[config.mk]
export PLATFORM = sky130hd
export DESIGN_NAME = compute_host_sequencer_flat
export DESIGN_NICKNAME = d
export VERILOG_FILES = /design/src/rtl/compute_host_sequencer_if.sv /design/src/rtl/compute_host_sequencer.sv /design/src/flat_wrapper.sv
export SDC_FILE = /design/constraint.sdc
export NUM_CORES = 1
export LEC_CHECK = 0
export ABC_AREA = 1
export CORE_ASPECT_RATIO = 1.2
export CORE_MARGIN = 3
export CORE_UTILIZATION = 35
export DETAILED_ROUTE_END_ITERATION = 12
export PLACE_DENSITY = 0.65
export SLEW_MARGIN = 15
export SYNTH_ARGS = -nofsm -noshare
export SYNTH_HDL_FRONTEND = slang
export SYNTH_SLANG_ARGS = --single-unit
[constraint.sdc]
create_clock -name clk -period 4.7 [get_ports clk]
set_input_delay 0.705 -clock clk [delete_from_list [all_inputs] [get_ports clk]]
set_output_delay 0.705 -clock clk [all_outputs]
set_load 0.02 [all_outputs]
[src/rtl/compute_host_sequencer_if.sv]
// Load stream, result stream and ComputeCoreWrapper control/data bus as seen
// by the host sequencer. master = sequencer side, slave = stream/wrapper side.
interface compute_host_sequencer_if;
  logic [63:0] in_data;
  logic        in_valid;
  logic        in_ready;
  logic [63:0] out_data;
  logic        out_valid;
  logic        out_ready;
  logic [31:0] control_low_word;
  logic [31:0] control_high_word;
  logic [31:0] dina_ext_low_word;
  logic [31:0] dina_ext_high_word;
  logic [31:0] dout_ext_low_word;
  logic [31:0] dout_ext_high_word;
  logic [31:0] status;

  modport master (
    input  in_data, in_valid, out_ready, dout_ext_low_word, dout_ext_high_word, status,
    output in_ready, out_data, out_valid, control_low_word, control_high_word,
           dina_ext_low_word, dina_ext_high_word
  );

  modport slave (
    output in_data, in_valid, out_ready, dout_ext_low_word, dout_ext_high_word, status,
    input  in_ready, out_data, out_valid, control_low_word, control_high_word,
           dina_ext_low_word, dina_ext_high_word
  );
endinterface

[src/rtl/compute_host_sequencer.sv]
// Job sequencer in front of ComputeCoreWrapper: streams data and program words
// into the wrapper memories, runs the core until status[0], then streams a
// result window back out. Every output is driven straight from a flop.
module compute_host_sequencer #(
  parameter int unsigned PROG_BASE = 0,
  parameter int unsigned RD_LAT    = 2,
  parameter int unsigned TIMEOUT   = 1048575
) (
  input  logic                            clk,
  input  logic                            rst,
  input  logic                            start,
  input  logic [9:0]                      data_len,
  input  logic [6:0]                      prog_len,
  input  logic [9:0]                      read_base,
  input  logic [9:0]                      read_len,
  compute_host_sequencer_if.master        bus,
  output logic                            busy,
  output logic                            done,
  output logic                            error
);

  typedef enum logic [2:0] {
    IDLE, LOAD_DATA, LOAD_PROG, CLR_WE, EXEC, RD_WAIT, RD_HOLD, FIN
  } state_t;

  localparam logic [5:0]  PBASE   = 6'(PROG_BASE);
  localparam logic [3:0]  LAT_CAP = 4'(RD_LAT);
  localparam logic [19:0] WD_LAST = 20'(TIMEOUT - 1);

  state_t      state, state_d;
  logic [9:0]  cnt, cnt_d;
  logic [19:0] wd, wd_d;
  logic [3:0]  lat, lat_d;
  logic [9:0]  dlen_q, dlen_d, rbase_q, rbase_d, rlen_q, rlen_d;
  logic [6:0]  plen_q, plen_d;
  logic        status0_q;

  logic [1:0]  ctrl_q, ctrl_d;
  logic        prog_sel_q, prog_sel_d, wea_q, wea_d;
  logic [9:0]  addr_q, addr_d;
  logic [63:0] dina_q, dina_d, out_data_q, out_data_d;
  logic        in_ready_q, in_ready_d, out_valid_q, out_valid_d;
  logic        busy_q, busy_d, done_q, done_d, error_q, error_d;

  logic        hs;
  logic        status_unused;

  assign hs            = bus.in_valid & in_ready_q;
  assign status_unused = ^bus.status[31:1];

  // State, job registers and output flops; reset drops any job in flight.
  always_ff @(posedge clk) begin
    if (rst) begin
      state       <= IDLE;
      cnt         <= '0;
      wd          <= '0;
      lat         <= '0;
      dlen_q      <= '0;
      plen_q      <= '0;
      rbase_q     <= '0;
      rlen_q      <= '0;
      status0_q   <= 1'b0;
      ctrl_q      <= '0;
      prog_sel_q  <= 1'b0;
      wea_q       <= 1'b0;
      addr_q      <= '0;
      dina_q      <= '0;
      out_data_q  <= '0;
      in_ready_q  <= 1'b0;
      out_valid_q <= 1'b0;
      busy_q      <= 1'b0;
      done_q      <= 1'b0;
      error_q     <= 1'b0;
    end else begin
      state       <= state_d;
      cnt         <= cnt_d;
      wd          <= wd_d;
      lat         <= lat_d;
      dlen_q      <= dlen_d;
      plen_q      <= plen_d;
      rbase_q     <= rbase_d;
      rlen_q      <= rlen_d;
      status0_q   <= bus.status[0];
      ctrl_q      <= ctrl_d;
      prog_sel_q  <= prog_sel_d;
      wea_q       <= wea_d;
      addr_q      <= addr_d;
      dina_q      <= dina_d;
      out_data_q  <= out_data_d;
      in_ready_q  <= in_ready_d;
      out_valid_q <= out_valid_d;
      busy_q      <= busy_d;
      done_q      <= done_d;
      error_q     <= error_d;
    end
  end

  // Next state and next output values; wrapper outputs appear one cycle after
  // the state that produced them.
  always_comb begin
    state_d     = state;
    cnt_d       = cnt;
    wd_d        = wd;
    lat_d       = lat;
    dlen_d      = dlen_q;
    plen_d      = plen_q;
    rbase_d     = rbase_q;
    rlen_d      = rlen_q;
    ctrl_d      = ctrl_q;
    prog_sel_d  = prog_sel_q;
    wea_d       = 1'b0;
    addr_d      = addr_q;
    dina_d      = dina_q;
    out_data_d  = out_data_q;
    out_valid_d = out_valid_q;
    error_d     = 1'b0;
    case (state)
      IDLE: begin
        ctrl_d     = 2'd0;
        prog_sel_d = 1'b0;
        addr_d     = '0;
        if (start) begin
          if (prog_len == 7'd0 || prog_len > 7'd64) begin
            error_d = 1'b1;
          end else begin
            dlen_d  = data_len;
            plen_d  = prog_len;
            rbase_d = read_base;
            rlen_d  = read_len;
            cnt_d   = '0;
            state_d = (data_len == 10'd0) ? LOAD_PROG : LOAD_DATA;
          end
        end
      end
      LOAD_DATA: begin
        ctrl_d = 2'd1;
        if (hs) begin
          wea_d      = 1'b1;
          prog_sel_d = 1'b0;
          addr_d     = cnt;
          dina_d     = bus.in_data;
          if (cnt == dlen_q - 10'd1) begin
            cnt_d   = '0;
            state_d = LOAD_PROG;
          end else begin
            cnt_d = cnt + 10'd1;
          end
        end
      end
      LOAD_PROG: begin
        ctrl_d = 2'd1;
        if (hs) begin
          wea_d      = 1'b1;
          prog_sel_d = 1'b1;
          addr_d     = {4'b0, PBASE + cnt[5:0]};
          dina_d     = bus.in_data;
          if (cnt == {3'b0, plen_q} - 10'd1) begin
            cnt_d   = '0;
            state_d = CLR_WE;
          end else begin
            cnt_d = cnt + 10'd1;
          end
        end
      end
      CLR_WE: begin
        ctrl_d     = 2'd1;
        prog_sel_d = 1'b0;
        addr_d     = '0;
        wd_d       = '0;
        state_d    = EXEC;
      end
      EXEC: begin
        ctrl_d = 2'd2;
        if (status0_q) begin
          // Leave execute; first read address goes out with memory-access mode.
          ctrl_d = 2'd1;
          cnt_d  = '0;
          if (rlen_q == 10'd0) begin
            state_d = FIN;
          end else begin
            addr_d  = rbase_q;
            lat_d   = '0;
            state_d = RD_WAIT;
          end
        end else if (wd == WD_LAST) begin
          error_d = 1'b1;
          state_d = IDLE;
        end else begin
          wd_d = wd + 20'd1;
        end
      end
      RD_WAIT: begin
        ctrl_d = 2'd1;
        if (lat == LAT_CAP) begin
          out_data_d  = {bus.dout_ext_high_word, bus.dout_ext_low_word};
          out_valid_d = 1'b1;
          state_d     = RD_HOLD;
        end else begin
          lat_d = lat + 4'd1;
        end
      end
      RD_HOLD: begin
        // Single outstanding read: next address only after the consumer takes this word.
        ctrl_d = 2'd1;
        if (bus.out_ready) begin
          out_valid_d = 1'b0;
          if (cnt == rlen_q - 10'd1) begin
            state_d = FIN;
          end else begin
            cnt_d   = cnt + 10'd1;
            addr_d  = rbase_q + cnt + 10'd1;
            lat_d   = '0;
            state_d = RD_WAIT;
          end
        end
      end
      FIN: begin
        ctrl_d  = 2'd0;
        addr_d  = '0;
        state_d = IDLE;
      end
      default: state_d = IDLE;
    endcase
    in_ready_d = (state_d == LOAD_DATA) || (state_d == LOAD_PROG);
    busy_d     = (state_d != IDLE) && (state_d != FIN);
    done_d     = (state_d == FIN);
  end

  assign bus.control_low_word   = {20'b0, prog_sel_q, wea_q, addr_q};
  assign bus.control_high_word  = {30'b0, ctrl_q};
  assign bus.dina_ext_low_word  = dina_q[31:0];
  assign bus.dina_ext_high_word = dina_q[63:32];
  assign bus.in_ready           = in_ready_q;
  assign bus.out_valid          = out_valid_q;
  assign bus.out_data           = out_data_q;
  assign busy                   = busy_q;
  assign done                   = done_q;
  assign error                  = error_q;

endmodule
[src/flat_wrapper.sv]
// flat-port wrapper written by rule: the top's interface ports become plain ports
module compute_host_sequencer_flat 
#(
  parameter int unsigned PROG_BASE = 0,
  parameter int unsigned RD_LAT    = 2,
  parameter int unsigned TIMEOUT   = 1048575
)
  (clk, rst, start, data_len, prog_len, read_base, read_len, busy, done, error, bus_in_data, bus_in_valid, bus_out_ready, bus_dout_ext_low_word, bus_dout_ext_high_word, bus_status, bus_in_ready, bus_out_data, bus_out_valid, bus_control_low_word, bus_control_high_word, bus_dina_ext_low_word, bus_dina_ext_high_word);
  compute_host_sequencer_if bus_i ();
  input  logic clk;
  input  logic rst;
  input  logic start;
  input  logic [9:0] data_len;
  input  logic [6:0] prog_len;
  input  logic [9:0] read_base;
  input  logic [9:0] read_len;
  output logic busy;
  output logic done;
  output logic error;
  input wire logic [$bits(bus_i.in_data)-1:0] bus_in_data;
  input wire logic [$bits(bus_i.in_valid)-1:0] bus_in_valid;
  input wire logic [$bits(bus_i.out_ready)-1:0] bus_out_ready;
  input wire logic [$bits(bus_i.dout_ext_low_word)-1:0] bus_dout_ext_low_word;
  input wire logic [$bits(bus_i.dout_ext_high_word)-1:0] bus_dout_ext_high_word;
  input wire logic [$bits(bus_i.status)-1:0] bus_status;
  output wire logic [$bits(bus_i.in_ready)-1:0] bus_in_ready;
  output wire logic [$bits(bus_i.out_data)-1:0] bus_out_data;
  output wire logic [$bits(bus_i.out_valid)-1:0] bus_out_valid;
  output wire logic [$bits(bus_i.control_low_word)-1:0] bus_control_low_word;
  output wire logic [$bits(bus_i.control_high_word)-1:0] bus_control_high_word;
  output wire logic [$bits(bus_i.dina_ext_low_word)-1:0] bus_dina_ext_low_word;
  output wire logic [$bits(bus_i.dina_ext_high_word)-1:0] bus_dina_ext_high_word;
  assign bus_i.in_data = bus_in_data;
  assign bus_i.in_valid = bus_in_valid;
  assign bus_i.out_ready = bus_out_ready;
  assign bus_i.dout_ext_low_word = bus_dout_ext_low_word;
  assign bus_i.dout_ext_high_word = bus_dout_ext_high_word;
  assign bus_i.status = bus_status;
  assign bus_in_ready = bus_i.in_ready;
  assign bus_out_data = bus_i.out_data;
  assign bus_out_valid = bus_i.out_valid;
  assign bus_control_low_word = bus_i.control_low_word;
  assign bus_control_high_word = bus_i.control_high_word;
  assign bus_dina_ext_low_word = bus_i.dina_ext_low_word;
  assign bus_dina_ext_high_word = bus_i.dina_ext_high_word;
  compute_host_sequencer #(.PROG_BASE(PROG_BASE), .RD_LAT(RD_LAT), .TIMEOUT(TIMEOUT)) u_core (.clk(clk), .rst(rst), .start(start), .data_len(data_len), .prog_len(prog_len), .read_base(read_base), .read_len(read_len), .bus(bus_i), .busy(busy), .done(done), .error(error));
endmodule
# After elaboration in Yosys (flattened, before gate mapping)
# Index checks and enable logic that the tools add are counted.
# word_totals
ff_bits,222
# op_classes
addsub,8
order_cmp,1
n_eq_ne,28
mux,54
n_bitwise,3
n_reduce_logical,29
# op_table
cell,n
two-way mux 10 bit,15
one-hot mux 10 bit (5 select lines),2
two-way mux 20 bit,2
one-hot mux 20 bit (2 select lines),1
equality test 10 bit,3
two-way mux 3 bit,10
one-hot mux 3 bit (8 select lines),1
adder 10 x 1 -> 10 bit (second input constant),2
adder 20 x 1 -> 20 bit (second input constant),1
equality test 20 bit (second input constant),1
zero test 10 bit,2
two-way mux 4 bit,5
subtractor 10 x 1 -> 10 bit (second input constant),2
inequality test 2 bit (second input constant),8
equality test 3 bit (second input constant),5
one-hot mux 4 bit (3 select lines),1
AND reduction 3 bit,4
adder 10 bit,1
nonzero test 5 bit,2
equality test 3 x 2 -> 1 bit (second input constant),3
two-way mux 1 bit,9
nonzero test 3 bit,3
two-way mux 2 bit,4
inequality test 2 x 1 -> 1 bit (second input constant),4
other kinds (23),32

# Logic depth before layout (Yosys ltp)
# Gate-level depths: netlist of the first run.
# logic_depth
ltp_word,7
mapped_depth,18

# Worst setup path before layout of the first run
# OpenSTA, ideal clock, no wires.
# synth_path
path_kind,reg2reg
start,reg u_core.cnt[0]
end,reg u_core.addr_q[6]
setup_ps,128
t_arrival_ps,1871
required_time_ps,4572
setup_slack_ps,2702
path_stages_with_launch,15
n_path_buf,1
path_cell_list,dfxtp_1 buf_2 inv_1 ha_1 fa_1 inv_1 nand4_1 o211ai_1 a21oi_1 o21ai_0 nand2_1 a21oi_1 nand3_1 nand2_1 nor2_1
# synth_between
elab_chain_cells,5
word_cells_on_any_way,8
classes_between,add/sub (2); eq/ne (2); mux (3); reduce/logical (1)
# synth_lines
element,line,rtl
start: declaration,compute_host_sequencer.sv:31,"logic [9:0] cnt, cnt_d;"
start signal: assignment,compute_host_sequencer.sv:76,cnt <= cnt_d;
adder 10 bit,compute_host_sequencer.sv:211,addr_d = rbase_q + cnt + 10'd1;
adder 10 x 1 -> 10 bit,compute_host_sequencer.sv:211,
two-way mux 10 bit,compute_host_sequencer.sv:207,if (cnt == rlen_q - 10'd1) begin
two-way mux 10 bit,compute_host_sequencer.sv:205,if (bus.out_ready) begin
one-hot mux 10 bit (5 select lines),compute_host_sequencer.sv:117,case (state)
end signal: assignment,compute_host_sequencer.sv:87,addr_q <= addr_d;
end: declaration,compute_host_sequencer.sv:40,"logic [9:0] addr_q, addr_d;"
# Parallel ways exist; a longest one is shown, timed or not. The select of a mux whose other input is x is not followed.
# A chain may end at the register's enable or synchronous reset.

# Final worst setup path of the first run
# layout_path
start,reg u_core.state[0]
end,reg u_core.dina_q[48]
# layout_between
elab_chain_cells,3
word_cells_on_any_way,4
classes_between,eq/ne (2); reduce/logical (2)
# layout_lines
element,line,rtl
start: declaration,compute_host_sequencer.sv:30,"state_t state, state_d;"
start signal: assignment,compute_host_sequencer.sv:75,state <= state_d;
equality test 3 x 1 -> 1 bit / equality test 3 x 2 -> 1 bit (equally long branches),compute_host_sequencer.sv:117,
OR reduction 2 bit (no line) (*),-,
AND reduction 2 bit (no line) (*),-,
end signal: assignment,compute_host_sequencer.sv:88,dina_q <= dina_d;
end: declaration,compute_host_sequencer.sv:41,"logic [63:0] dina_q, dina_d, out_data_q, out_data_d;"
# Every way passes the cells marked *; elsewhere a longest branch is shown, timed or not.

==> impl_metrics.tcl, run 1 <==
set metrics [dict create \
    outcome "complete, no violations" \
    hold_path_class "register to register" \
    antenna_found_initial 0 \
    worstHoldStart "u_core.bus.out_data[60]" \
    pin_count 399 \
    multi_input_area_um2 5650 \
    crit_path_max_fanout 46 \
    async_reset_ff_frac 0 \
    cts_setup_buffers 0 \
    synth_top_flop_cell "dfxtp_1" \
    syn-cell-area_um2 11100 \
    grt_overflow 0 \
    fin_crit_ns 2.58 \
    netlist_instances 1639 \
    wl_um 34900 \
    grt_pass1_vias 10600 \
    worstMarginPinSlew_ns 1.14 \
    clk_pin_slew_worst_paths_ns 0.06 \
    post_drt_wl_per_cell_um 15.0 \
    worst_slack_ns 2.12 \
    fin_skew_ns 0.00796 \
    regToRegEndpoint "u_core.dina_q[48]" \
    cts_tree "yes" \
    synth_edf_count 0 \
    crit_buf_inv 4 \
    area_delta_synth_final_pct 36.9 \
    rrSetupSlack_ns 2.12 \
    clock_sinks 222 \
    holdPathStages 2 \
    layout-drive-gt1-share 0.0475 \
    cts_hold_buf 0 \
    cap_viol_max_count 0 \
    setup_tns_ns 0 \
    fmax_ghz 0.388 \
    p_leak_nw 6.25 \
    clockRootBuffer "clkbuf_16" \
    place.gp.congestion 0.921 \
    synth-simple-area-share 0.306 \
    fp-row-count 70 \
    finalCritPeriodShare 0.548 \
    clkLatencyLatePin_ns 0.53 \
    core_region_area_um2 30900 \
    ant_nets 0 \
    die_w_um 169 \
    hold_end "u_core.bus.out_data[60]" \
    regArea_um2 4440 \
    max_slew_margin 0.242 \
    cp.required_ns 5.17 \
    critPathMaxStageDelay_ns 0.59 \
    ir_drop_mv 0.246 \
    slew_viol_final 0 \
    synth_top_family_by_area "simple AND/OR/NAND/NOR gates" \
    rr_worst_depth 9 \
    setup_viol 0 \
    portBuffers 317 \
    rr_startpoint "u_core.state[0]" \
    finalHoldViolCount 0 \
    drtIter0Drc 655 \
    synth_warnings 0 \
    crit_top_cell "inv_2" \
    drc_errors 0 \
    post-dp-hpwl_um 26000 \
    synth-xor-area-share 0.0292 \
    fin_hold_ws_ns 0.477 \
    die-area_um2 33900 \
    cts_buffers 26 \
    rsz0062_at_grt "false" \
    grt_max_degree 68 \
    vias 11200 \
    post-place-ws_ns 1.89 \
    via_per_inst 4.80 \
    synth-seq-cells 222 \
    dr.pass1.iters 5 \
    cp_slowest_cell "inv_2" \
    end_kind "register" \
    crit_chain "inv_2 -> nor2_2 -> inv_2 -> nor2_2 -> o21ai_4 -> inv_2 -> buf_4 -> nor2_1 -> nor2_1" \
    power_density_nw_per_um2 397 \
    synth-compound-area-share 0.134 \
    synth.area.mux_share 0 \
    cts_resized 0 \
    diodes 0 \
    avgSynthCellArea_um2 6.78 \
    synthAdderAreaFrac 0.0209 \
    critPathTopFamily "buffers and inverters" \
    start_util 0.359 \
    yosysSeqAreaShare 0.400 \
    synth_cell_type_count 48 \
    nets 2138 \
    grt_pass1_wl_um 54800 \
    cp.arrival_ns 3.04 \
    fillers 3106 \
    start_kind "register" \
    cts_max_level 1 \
    die_y_um 201 \
    clockBufferDepth 3 \
    worstSetupPathType "register to register" \
    track_usage 0.197 \
]
-- per-stage QoR --
stage | power (mW) | instances | area (µm²) | util
final | 6.04 | 2332 | 15200 | 0.492
after global routing | 6.44 | 2332 | 15200 | 0.492
after CTS | 6.10 | 2332 | 15200 | 0.492
after detailed placement | 4.06 | 2286 | 14400 | 0.465
after global placement | 4.03 | 2286 | 14400 | 0.465
after floorplan | 3.45 | 1688 | 11300 | -
-- report_power, final --
group	internal [mW]	total, mW	switching [mW]
Combinational	0.710	1.81	1.10
Sequential	2.06	2.22	0.167
Clock	1.21	2.01	0.801
-- cell type report --
| type | instances | area share |
|---|---|---|
| multi-input cells | 1205 | 0.371 |
| flip-flops and latches | 222 | 0.292 |
| repair buffers | 326 | 0.214 |
| clock buffers | 38 | 0.0490 |
| inverters | 137 | 0.0343 |
| well taps | 396 | 0.0326 |
| clock inverters | 8 | 0.00691 |
-- worst register-to-register path, cell delays in order (launching register included) --
cell	delay, ns
dfxtp_1	0.36
inv_2	0.09
nor2_2	0.27
inv_2	0.12
nor2_2	0.38
o21ai_4	0.10
inv_2	0.59
buf_4	0.41
nor2_1	0.07
nor2_1	0.11
-- sequential cells by signal (all words and copies together) (netlist names), 2 cells and up --
name and cells:
u_core.addr_q 10, u_core.bus.out_data 64, u_core.cnt 10, u_core.ctrl_q 2, u_core.dina_q 64, u_core.dlen_q 10, u_core.lat 4, u_core.plen_q 7
u_core.rbase_q 10, u_core.rlen_q 10, u_core.state 3, u_core.wd 20
-- placed cells by master, fill, tap and decap left out, drive strengths merged, types with 38 or more instances in the layout --
cell type	count
inv	138
conb	50
clkdlybuf4s50	317
nor2	394
dfxtp	222
nand3	93
clkbuf	38
nand2	271
o21ai	192
a21oi	74
-- cell families (layout without fill, tap and decap cells) --
logic type	after synthesis	after routing
adders and majority gates	18	18
xor gates and xnor gates	37	37
AOI/OAI and AO/OA	288	288
and+or+nand+nor	812	812
other	1	50
buffers and inverters	261	509
DFF	222	222
-- metal layers --
layer  global-route usage  part of all wire  vias to the layer above  routed length, µm
li1                     -                 -                     5713                  -
met1                0.232              0.40                     5040              14100
met2                0.351              0.49                      387              17000
met3               0.0476             0.080                       61               2800
met4               0.0611             0.031                        0               1080
met5                    0                 0                        -                  0
-- cells in the mapped netlist (2+ instances only) --
| master | count | area (µm²) |
|---|---|---|
| inv_1 | 124 | 465 |
| and3_1 | 5 | 31.3 |
| ha_1 | 17 | 213 |
| nor2_1 | 380 | 1430 |
| nor3_2 | 3 | 30.0 |
| buf_4 | 53 | 398 |
| buf_6 | 2 | 22.5 |
| clkbuf_1 | 46 | 173 |
| nand2_1 | 263 | 987 |
| nand2_2 | 6 | 37.5 |
| o21ai_1 | 2 | 10.0 |
| nor2_2 | 9 | 56.3 |
| and2_1 | 4 | 25.0 |
| inv_2 | 10 | 37.5 |
| a31oi_1 | 6 | 37.5 |
| o21ai_0 | 190 | 951 |
| o22ai_1 | 4 | 25.0 |
| o211ai_1 | 3 | 22.5 |
| nand2_4 | 2 | 22.5 |
| nor4_1 | 5 | 31.3 |
| xnor2_1 | 11 | 96.3 |
| nand3_1 | 92 | 460 |
| a21oi_1 | 74 | 370 |
| inv_4 | 2 | 12.5 |
| nor2_4 | 4 | 45.0 |
| nor3_1 | 18 | 90.1 |
| a211oi_1 | 2 | 15.0 |
| dfxtp_1 | 222 | 4440 |
| o2111ai_1 | 2 | 17.5 |
| buf_2 | 15 | 75.1 |
| buf_1 | 7 | 26.3 |
| or2_2 | 2 | 12.5 |
| nand4_1 | 14 | 87.6 |
| xor2_1 | 26 | 228 |
-- worst max-delay path by stage --
stage / to / start / depth (start not counted) / slack (ns)
4_1_cts: u_core.dina_q[48] / u_core.state[0] / 9 / 2.16
6_report: u_core.dina_q[48] / u_core.state[0] / 9 / 2.12
5_1_grt: u_core.dina_q[39] / u_core.state[0] / 9 / 1.91
3_3_place_gp: u_core.dina_q[48] / bus_in_valid / 8 / 1.91
2_1_floorplan: u_core.addr_q[6] / u_core.cnt[0] / 14 / 2.70
3_5_place_dp: u_core.plen_q[2] / prog_len[4] / 11 / 1.89
Power figures use the tool's default switching activity.
==> run 2, diff against run 1 <==
==> constraint.sdc (replaced) <==
create_clock -name clk -period 2.4 [get_ports clk]
set_input_delay 0.36 -clock clk [delete_from_list [all_inputs] [get_ports clk]]
set_output_delay 0.36 -clock clk [all_outputs]
set_load 0.02 [all_outputs]
==> impl_metrics.tcl, run 2 (same netlist as run 1, synthesis figures left out) <==
set metrics [dict create \
    outcome "complete, no violations" \
    worstHoldStart "bus_status[0]" \
    die-area_um2 33900 \
    grt_pass1_vias 10700 \
    dr.pass1.iters 5 \
    clockRootBuffer "clkbuf_16" \
    final_cells 2366 \
    drtIter0Drc 698 \
    cp.required_ns 2.87 \
    setup_tns_ns 0 \
    pin_count 399 \
    die_w_um 169 \
    max_slew_margin 0.616 \
    crit_path_max_fanout 4 \
    cts_buffers 26 \
    clock_power_share 0.344 \
    rr_worst_depth 15 \
    via_per_inst 4.82 \
    rr_startpoint "u_core.dlen_q[0]" \
    track_usage 0.199 \
    clock_sinks 222 \
    portBuffers 317 \
    power_mw 12.3 \
    clkLatencyLatePin_ns 0.54 \
    fp-row-count 70 \
    ant_nets 0 \
    hold_end "u_core.status0_q" \
    switchingPower_mw 4.13 \
    wl_um 35500 \
    place.gp.congestion 0.923 \
    p_seq_frac 0.348 \
    dpl_cell_area_um2 14700 \
    nets 2170 \
    vias 11400 \
    p_int_mw 8.16 \
    finalHoldViolCount 0 \
    fin_crit_ns 2.22 \
    worstSetupPathType "register to register" \
    layout-drive-gt1-share 0.0706 \
    worstMarginPinSlew_ns 0.575 \
    power_density_nw_per_um2 785 \
    cts_hold_buf 0 \
    fmax_ghz 0.451 \
    start_util 0.359 \
    regToRegEndpoint "u_core.bus.in_ready" \
    clockBufferDepth 3 \
    end_kind "register" \
    cp.arrival_ns 2.69 \
    drc_errors 0 \
    fin_area_um2 15600 \
    grt_overflow 0 \
    rsz0062_at_grt "false" \
    core_region_area_um2 30900 \
    finalCritPeriodShare 0.924 \
    cap_viol_max_count 0 \
    rrSetupSlack_ns 0.18 \
    ir_drop_mv 0.563 \
    holdPathStages 3 \
    mostFrequentLayoutCells "nor2_1 (378), clkdlybuf4s50_1 (317), nand2_1 (262)" \
    grt_max_degree 66 \
    dp.cells 2318 \
    setup_viol 0 \
    power_frac_comb 0.308 \
    swShare 0.336 \
    grt_pass1_wl_um 55900 \
    antenna_found_initial 0 \
    cts_max_level 1 \
    layout_commonest_cell "nor2_1" \
    final_util 0.506 \
    die_y_um 201 \
    post-dp-hpwl_um 26900 \
    cts_setup_buffers 0 \
    slew_viol_final 0 \
    start_kind "register" \
    post_drt_wl_per_cell_um 15.0 \
    cts_tree "yes" \
    p_leak_nw 6.48 \
    fin_skew_ns 0.0186 \
    area_delta_synth_final_pct 40.8 \
    clk_pin_slew_worst_paths_ns 0.05 \
    hold_path_class "input pin to register" \
    diodes 0 \
]
## run 2: changes by cell type in the layout (fill, tap and decap cells not counted), sizes merged
cell	delta
buf	+32
bufinv	+1
clkbuf	-1
inv	-1
clkinv	+3
## run 2: what timing repair did
action | 4_1_cts | 5_1_grt
endpoints found under the hold margin | 0 | 0
endpoints found under the setup margin | 0 | 19
resized for setup | 0 | 9
## run 2: critical path, stage by stage (launching register included)
cell and delay, ns:
dfxtp_1 0.38, inv_1 0.11, ha_2 0.33, xor2_1 0.20, nand3_1 0.10, nor2_1 0.11
nand3_1 0.10, nor2_2 0.18, nand2_1 0.07, nand2_1 0.08, nand2_1 0.06, nand2_1 0.09
inv_1 0.06, nand2_1 0.12, nand2_1 0.06, nor2_1 0.11
## run 2: worst max path at each step
stage	from	to	cells after the start
final	u_core.dlen_q[0]	u_core.bus.in_ready	15
after floorplan	u_core.cnt[0]	u_core.addr_q[6]	14
after global routing	u_core.dlen_q[0]	u_core.bus.in_ready	15
after CTS	u_core.dlen_q[0]	u_core.done	12
after detailed placement	u_core.dlen_q[0]	u_core.done	12
after global placement	u_core.plen_q[0]	u_core.done	16
## run 2: layout make-up
type                            count  area [µm²]
Clock buffer                       37         792
Clock inverter                     11         145
Tap cell                          396         495
Timing Repair Buffer              358        3570
Inverter                          137         522
Sequential cell                   222        4440
Fill cell                        3053       15300
Multi-Input combinational cell   1205        5680
## run 2: routing by layer
metal | GRT usage | wire length (µm) | up-vias
li1 | - | - | 5781
met1 | 0.236 | 14600 | 5172
met2 | 0.351 | 17200 | 366
met3 | 0.0493 | 2610 | 75
met4 | 0.0658 | 1130 | 0
met5 | 0 | 0 | -
## run 2: metrics by stage
| stage | setup WS [ns] | hold WS (ns) |
|---|---|---|
| after floorplan | 0.402 | 0.437 |
| after global placement | 0.149 | 0.454 |
| after detailed placement | 0.154 | 0.465 |
| after CTS | 0.118 | 0.355 |
| after global routing | 0.00387 | 0.366 |
| final | 0.182 | 0.359 |
## run 2: power by group through the flow
stage	Combinational, mW	Clock [mW]	Sequential [mW]
after detailed placement	3.73	0	4.36
after CTS	3.75	4.33	4.28
after floorplan	2.22	0	4.53
final	3.78	4.23	4.28
after global routing	4.23	4.49	4.33
after global placement	3.68	0	4.35
